===== src/rtl/seven_seg_scan_ctrl_pkg.sv =====
// seven_seg_scan_ctrl_pkg: state encoding, blank segment code and digit-count limits for the scan controller
package seven_seg_scan_ctrl_pkg;
  typedef enum logic [1:0] {ST_OFF, ST_LIT, ST_GAP} state_t;
  localparam logic [6:0] SEG_BLANK = 7'h00;
  localparam int MIN_DIGITS = 2;
  localparam int MAX_DIGITS = 8;
endpackage


===== src/rtl/seven_seg_scan_ctrl.sv =====
// seven_seg_scan_ctrl: tear-free multiplexed seven-segment scanner; ports clk, rst_n, en, value, upd_req/upd_ack, hex_sel/seg_code (external seven_seg_converter), seg, an_n, frame_tick; option SEVEN_SEG_LZ_BLANK_EN blanks leading zeros
module seven_seg_scan_ctrl
  import seven_seg_scan_ctrl_pkg::*;
#(
  parameter int NUM_DIGITS     = 4,
  parameter int DWELL_CYC      = 50000,
  parameter int GAP_CYC        = 500,
  parameter bit SEG_ACTIVE_LOW = 1
) (
  input  logic                    clk,
  input  logic                    rst_n,
  input  logic                    en,
  input  logic [4*NUM_DIGITS-1:0] value,
  input  logic                    upd_req,
  output logic                    upd_ack,
  output logic [3:0]              hex_sel,
  input  logic [6:0]              seg_code,
  output logic [6:0]              seg,
  output logic [NUM_DIGITS-1:0]   an_n,
  output logic                    frame_tick
);
  localparam int IW = $clog2(NUM_DIGITS);
  localparam int CW = $clog2((DWELL_CYC > GAP_CYC ? DWELL_CYC : GAP_CYC) + 1);
  localparam logic [6:0] SEG_OFF = SEG_BLANK ^ {7{SEG_ACTIVE_LOW}};
  localparam logic [IW-1:0] LAST = IW'(NUM_DIGITS - 1);
  if (NUM_DIGITS < MIN_DIGITS || NUM_DIGITS > MAX_DIGITS || DWELL_CYC < 2 || GAP_CYC < 1) begin : g_bad_cfg
    $error("seven_seg_scan_ctrl: unsupported parameters");
  end
  state_t state, state_nx;
  logic [IW-1:0] idx, idx_nx;
  logic [CW-1:0] cnt, cnt_nx;
  logic [4*NUM_DIGITS-1:0] shadow, shadow_nx;
  logic start, take, show;
  logic [6:0] seg_nx;
  logic [NUM_DIGITS-1:0] an_nx;
  always_ff @(posedge clk or negedge rst_n)
    if (!rst_n) begin
      state      <= ST_OFF;
      idx        <= '0;
      cnt        <= '0;
      shadow     <= '0;
      seg        <= SEG_OFF;
      an_n       <= '1;
      upd_ack    <= 1'b0;
      frame_tick <= 1'b0;
    end else begin
      state      <= state_nx;
      idx        <= idx_nx;
      cnt        <= cnt_nx;
      shadow     <= shadow_nx;
      seg        <= seg_nx;
      an_n       <= an_nx;
      upd_ack    <= take;
      frame_tick <= start;
    end
  // Outputs are registered from the next state, so the decoder is fed the
  // digit about to be lit (including a word captured on this very edge).
  always_comb begin
    state_nx = !en ? ST_OFF :
               state == ST_OFF ? ST_LIT :
               state == ST_LIT ? (cnt == CW'(DWELL_CYC - 1) ? ST_GAP : ST_LIT) :
               (cnt == CW'(GAP_CYC - 1) ? ST_LIT : ST_GAP);
    cnt_nx = (state_nx != state || state_nx == ST_OFF) ? '0 : cnt + 1'b1;
    idx_nx = state_nx == ST_OFF ? '0 :
             (state == ST_GAP && state_nx == ST_LIT) ? (idx == LAST ? '0 : idx + 1'b1) : idx;
    start = state_nx == ST_LIT && state != ST_LIT && idx_nx == '0;
    take = start && upd_req;
    shadow_nx = take ? value : shadow;
    hex_sel = shadow_nx[{idx_nx, 2'b00} +: 4];
  end
  always_comb begin
`ifdef SEVEN_SEG_LZ_BLANK_EN
    show = idx_nx == '0;
    for (int i = 1; i < NUM_DIGITS; i++) show = show | (i >= int'(idx_nx) && shadow_nx[4*i +: 4] != 4'h0);
`else
    show = 1'b1;
`endif
    seg_nx = state_nx == ST_LIT && show ? seg_code ^ {7{SEG_ACTIVE_LOW}} : SEG_OFF;
    an_nx = state_nx == ST_LIT && show ? ~(NUM_DIGITS'(1) << idx_nx) : '1;
  end
endmodule

===== config.mk =====
export PLATFORM = sky130hd
export DESIGN_NAME = seven_seg_scan_ctrl
export DESIGN_NICKNAME = d
export VERILOG_FILES = /design/src/rtl/seven_seg_scan_ctrl_pkg.sv /design/src/rtl/seven_seg_scan_ctrl.sv
export SDC_FILE = /design/constraint.sdc
export NUM_CORES = 1
export LEC_CHECK = 0
export CAP_MARGIN = 20
export CELL_PAD_IN_SITES_DETAIL_PLACEMENT = 1
export CELL_PAD_IN_SITES_GLOBAL_PLACEMENT = 2
export CORE_AREA = 2 2 89 91
export CTS_CLUSTER_DIAMETER = 30
export DETAILED_ROUTE_END_ITERATION = 6
export DIE_AREA = 0 0 91 93
export GPL_TIMING_DRIVEN = 0
export PLACE_DENSITY = 0.86
export SLEW_MARGIN = 0
export SYNTH_ARGS = -nofsm -noshare
export SYNTH_HDL_FRONTEND = slang
export SYNTH_SLANG_ARGS = --single-unit

===== constraint.sdc =====
create_clock -name clk -period 3 [get_ports clk]
set_input_delay 0.75 -clock clk [delete_from_list [all_inputs] [get_ports clk]]
set_output_delay 0.75 -clock clk [all_outputs]
set_load 0.01 [all_outputs]

==> results.sh, run 1 <==
export IMPL_io_buffers=43
export IMPL_cts_buffers_inserted=5
export IMPL_rsz0062_at_grt="yes"
export IMPL_hold_violations=0
export IMPL_ff2ff_setup_slack_ps=690
export IMPL_via_per_inst=4.805
export IMPL_layout_nets=336
export IMPL_worstPathMaxFanout=7
export IMPL_die_w_um=91
export IMPL_syn_inst=235
export IMPL_num_vias=1970
export IMPL_synth_xor_area_share=0.04442
export IMPL_startpoint_type="register"
export IMPL_cts_clk_slew_worst_paths_ps=90
export IMPL_yosysUniqueCellTypes=48
export IMPL_grt_pass1_vias=2116
export IMPL_fin_util=0.4407
export IMPL_slowest_stage="dfrtp_2"
export IMPL_finalSetupTns_ps=-1112
export IMPL_synth_compound_area_frac=0.1290
export IMPL_switching_share=0.2539
export IMPL_grt_pass1_wl_mm=10.36
export IMPL_holdWs_ps=425.5
export IMPL_outcome="complete, but fails checks"
export IMPL_p_sw_w=0.0003514
export IMPL_yosysTopAreaCell="dfrtp_1"
export IMPL_clockBufferDepth=2
export IMPL_synth_edf_count=0
export IMPL_ys_seq_area_frac=0.5241
export IMPL_row_count=32
export IMPL_track_usage=0.1537
export IMPL_grt_max_degree=28
export IMPL_drtAntennaViolNets=0
export IMPL_drv_cap=0
export IMPL_cts_max_level=2
export IMPL_synth_warnings=0
export IMPL_finalWorstSetupSlack_ps=-294.5
export IMPL_yosys_area_top_type_share=0.4019
export IMPL_final_area_sq_mm=0.003317
export IMPL_internal_power_w=0.001032
export IMPL_p_per_area_mw_per_mm2=417.2
export IMPL_gp_congestion=0.7055
export IMPL_synthSimpleGateAreaFrac=0.2581
export IMPL_layout_drive_gt1_share=0.2500
export IMPL_dieArea_sq_mm=0.008463
export IMPL_finalSetupViolCount=4
export IMPL_clock_latency_ps=300
export IMPL_synthAdderAreaFrac=0.01058
export IMPL_critPathMaxStageDelay_ps=440
export IMPL_core_sq_mm=0.007527
export IMPL_period_minus_slack_ps=3295
export IMPL_worstPathArrival_ps=2540
export IMPL_dpl_cell_area_sq_mm=0.002939
export IMPL_stdcell_count=410
export IMPL_crit_chain="nor4_4, and4_1, buf_6, a41o_1, o21ai_4, buf_6, a221oi_4, o32ai_2, buf_2"
export IMPL_pwr_share_comb=0.145
export IMPL_cts_hold_buffers=0
export IMPL_endpoint_kind="primary output"
export IMPL_syn_nets=264
export IMPL_finalCritPeriodShare=1.098
export IMPL_drc_errors=0
export IMPL_violations="setup timing"
export IMPL_crit_buf_inv=3
export IMPL_area_growth_pct=40.19
export IMPL_cp_required_ps=2250
export IMPL_drt_wl_total_mm=6.082
export IMPL_n_antenna_cell=0
export IMPL_max_freq_mhz=303.5
export IMPL_post_dp_hpwl_mm=4.147
export IMPL_ys_flop_type="dfrtp_1"
export IMPL_critical_path_class="reg2out"
export IMPL_drt_initial_drc_count=83
export IMPL_drv_slew=0
export IMPL_synth_area_per_cell_sq_um=10.07
export IMPL_synthArstFlopShare=1.000
export IMPL_p_seq_frac=0.533
export IMPL_die_h_um=93
export IMPL_tightest_slew_ps=555.5
export IMPL_cp_common_cell="buf_6"
export IMPL_antenna_found_initial=0
export IMPL_grt_overflow_total=0
export IMPL_yosys_top_cells_area="dfrtp_1 (40%), dfstp_2 (12%), nand2_1 (10%)"
export IMPL_ir_drop_mv=0.1685
export IMPL_initial_utilization=0.3143
export IMPL_leakage_nw=1.435
export IMPL_syn_area_sq_mm=0.002366
export IMPL_cts_sinks=49
export IMPL_power_clock_fraction=0.322
export IMPL_synth_top_family_by_area="simple AND/OR/NAND/NOR gates"
export IMPL_yosysMostFrequentCell="nand2_1"
export IMPL_finClkSkew_ps=5.216
export IMPL_crit_family="compound AO/OA/AOI/OAI gates"
export IMPL_cts_tree="yes"
export IMPL_clockRootBuffer="clkbuf_8"
export IMPL_first_pass_iters=4
export IMPL_dp_cells=381
export IMPL_synth_area_mux_share=0
export IMPL_hold_class="in2async"
export IMPL_slew_headroom=0.6297
export IMPL_netlist_top_cells_count="nand2_1 (65), dfrtp_1 (38), nor2_1 (17)"
export IMPL_pin_count=44
export IMPL_synth_seq_cells=49
export IMPL_wl_per_cell_um=14.83
## area by class of cell
class	count	area (sq um)
inverter	4	15.01
timing repair buffer	65	590.6
tap	102	127.6
clock inverter	2	15.01
clock buffer	6	93.84
sequential	49	1242
fill	880	4210
buffer	10	66.31
multi-input combinational	172	1166
## routing by layer
| layer | up-vias | global-route usage | part of all wire |
|---|---|---|---|
| met3 | 7 | 0.02579 | 0.032 |
| met4 | 0 | 0.04924 | 0.015 |
| met2 | 42 | 0.2654 | 0.49 |
| li1 | 949 | - | - |
| met1 | 972 | 0.1973 | 0.46 |
| met5 | - | 0 | 0 |
## cell families after synthesis
kind of cell	Yosys count
fa+ha+maj	2
flops	49
simple gates	120
buf+inv	14
compound gates	38
xor+xnor	12
## stage by stage
| step | power, W | worst slack (ps) |
|---|---|---|
| 3_3_place_gp | 0.0009241 | -835.9 |
| 6_report | 0.001384 | -294.5 |
| 2_1_floorplan | 0.0008219 | 182.1 |
| 4_1_cts | 0.001393 | -267.5 |
| 3_5_place_dp | 0.0009329 | -863.2 |
| 5_1_grt | 0.001455 | -447.9 |
## cells in the final DEF (no fill, tap or decap), types with 4 or more instances in the layout
master,count
nor2_1,17
dfstp_2,11
buf_6,5
clkbuf_8,5
nand2_1,62
o21a_1,4
a21oi_1,11
nand4_1,4
clkbuf_1,4
a221oi_1,5
buf_2,6
nand3_1,5
xor2_1,9
clkdlybuf4s50_1,38
dfrtp_1,36
buf_4,20
## final timing paths
check                      startpoint    endpoint  cells after the start
setup / recovery              cnt[11]  hex_sel[1]                      9
min in group clk            shadow[7]   shadow[7]                      2
max in group asynchronous       rst_n     an_n[1]                      2
setup reg to reg              cnt[11]     cnt[10]                      8
hold / removal                  rst_n      cnt[5]                      1
hold reg to reg             shadow[7]   shadow[7]                      2
## state kept, by name, indices dropped and copies added (netlist names)
name	count
upd_ack	1
state	2
cnt	16
shadow	16
idx	2
frame_tick	1
seg	7
an_n	4
## power groups by stage
stage                      logic, W  registers (W)  clock network [W]
after floorplan           0.0000792       0.000743                  0
after global placement     0.000180       0.000744                  0
after detailed placement   0.000187       0.000746                  0
after CTS                  0.000191       0.000735           0.000467
after global routing       0.000225       0.000744           0.000487
final                      0.000201       0.000737           0.000446
## what timing repair did
item | 4_1_cts | 5_1_grt
pin swaps | 13 | 7
buffers inserted | 16 | 5
endpoints found under the setup margin | 4 | 4
resized for setup | 31 | 8
Power figures use the tool's default switching activity.
==> run 2, diff against run 1 <==
--- a/config.mk
+++ b/config.mk
@@ -13,7 +13,7 @@
 export DETAILED_ROUTE_END_ITERATION = 6
 export DIE_AREA = 0 0 91 93
 export GPL_TIMING_DRIVEN = 0
-export PLACE_DENSITY = 0.86
+export PLACE_DENSITY = 0.78
 export SLEW_MARGIN = 0
 export SYNTH_ARGS = -nofsm -noshare
 export SYNTH_HDL_FRONTEND = slang
==> results.sh, run 2 (synthesized netlist as in run 1, its figures left out) <==
export IMPL_cts_tree="yes"
export IMPL_via_per_inst=4.787
export IMPL_clockRootBuffer="clkbuf_8"
export IMPL_ir_drop_mv=0.2519
export IMPL_finalWorstSetupSlack_ps=-357.2
export IMPL_p_total_w=0.001344
export IMPL_hold_class="in2async"
export IMPL_first_pass_iters=4
export IMPL_area_growth_pct=37.70
export IMPL_nFillCells=885
export IMPL_core_sq_mm=0.007527
export IMPL_drtAntennaViolNets=0
export IMPL_top_regs="cnt x16, shadow x16, seg x7"
export IMPL_dieArea_sq_mm=0.008463
export IMPL_cts_clk_slew_worst_paths_ps=100
export IMPL_wl_per_cell_um=14.39
export IMPL_pin_count=44
export IMPL_max_freq_mhz=297.9
export IMPL_cts_buffers_inserted=5
export IMPL_layout_commonest_cell="nand2_1"
export IMPL_layout_drive_gt1_share=0.2525
export IMPL_outcome="complete, but fails checks"
export IMPL_clockBufferDepth=2
export IMPL_num_vias=1929
export IMPL_grt_pass1_wl_mm=10.28
export IMPL_antenna_found_initial=0
export IMPL_io_buffers=43
export IMPL_post_dp_hpwl_mm=4.038
export IMPL_leakage_nw=1.417
export IMPL_worstPathMaxFanout=5
export IMPL_critical_path_class="in2out"
export IMPL_initial_utilization=0.3143
export IMPL_drc_errors=0
export IMPL_hold_violations=0
export IMPL_drt_initial_drc_count=84
export IMPL_final_cell_mix="nand2_1 (63), clkdlybuf4s50_1 (38), dfrtp_1 (35)"
export IMPL_cts_sinks=49
export IMPL_slew_headroom=0.7042
export IMPL_layout_nets=329
export IMPL_cts_max_level=2
export IMPL_startpoint_type="primary input"
export IMPL_die_w_um=91
export IMPL_n_antenna_cell=0
export IMPL_grt_overflow_total=0
export IMPL_finClkSkew_ps=15.91
export IMPL_row_count=32
export IMPL_drv_slew=0
export IMPL_tightest_slew_ps=443.7
export IMPL_finalSetupViolCount=4
export IMPL_finalCritPeriodShare=1.119
export IMPL_cp_required_ps=2250
export IMPL_p_per_area_mw_per_mm2=412.5
export IMPL_worstPathArrival_ps=2610
export IMPL_grt_max_degree=35
export IMPL_reg2reg_from="cnt[0]"
export IMPL_clock_latency_ps=310
export IMPL_grt_pass1_vias=2157
export IMPL_endpoint_kind="primary output"
export IMPL_finalSetupTns_ps=-1224
export IMPL_period_minus_slack_ps=3357
export IMPL_die_h_um=93
export IMPL_worstRegToRegCells=9
export IMPL_track_usage=0.1517
export IMPL_drv_cap=0
export IMPL_ff2ff_setup_slack_ps=690
export IMPL_crit_start="en"
export IMPL_drt_wl_total_mm=5.801
export IMPL_gp_congestion=0.7128
export IMPL_rsz0062_at_grt="yes"
export IMPL_violations="setup timing"
## run 2: worst paths after layout
check | end
max | hex_sel[0]
min | state[1]
max reg2reg | an_n[3]
min reg2reg | shadow[12]
max in group asynchronous | seg[3]
min in group clk | shadow[12]
## run 2: critical path: stages
cell and delay (ps):
clkdlybuf4s50_1 500, nand2_1 130, nor3_2 150, a41o_1 160, o21ai_4 90, buf_6 150, buf_8 130, a221oi_4 280
o32ai_2 120, buf_2 150
## run 2: where the power goes
part	total (W)	internal, W	switching [W]
sequential	0.000735	0.000708	0.0000271
clock	0.000409	0.000169	0.000240
combinational	0.000200	0.000107	0.0000930
## run 2: what timing repair did
action	CTS	global route
gates resized for setup	33	9
pin swaps	14	5
setup buffers	11	3
setup endpoints to repair	4	4
hold buffers	0	0
## run 2: area by class of cell
cell class	instances	area, sq um	area share
Tap cell	102	127.6	0.03917
Multi-Input combinational cell	172	1171	0.3594
Clock inverter	3	23.77	0.007296
Buffer	10	70.07	0.02151
Timing Repair Buffer	58	538.0	0.1651
Clock buffer	5	68.82	0.02112
Inverter	4	15.01	0.004608
Sequential cell	49	1244	0.3817
## run 2: per-layer routing
layer / global-route usage / wire [um]
met2: 0.2654 / 2931
met1: 0.1872 / 2587
met3: 0.03062 / 199
met4: 0.05177 / 82
met5: 0 / 0
## run 2: through the flow
| step | util | cell area, sq um | hold WS [ps] | worst slack (ps) | instances |
|---|---|---|---|---|---|
| 3_5_place_dp | 0.3905 | 2939 | 459.8 | -802.4 | 381 |
| 6_report | 0.4328 | 3258 | 357.8 | -357.2 | 403 |
| 2_1_floorplan | - | 2366 | 432.9 | 182.1 | 235 |
| 4_1_cts | 0.4265 | 3211 | 360.9 | -358.6 | 400 |
| 5_1_grt | 0.4328 | 3258 | 377.9 | -488.6 | 403 |
| 3_3_place_gp | 0.3885 | 2924 | 449.3 | -836.9 | 380 |
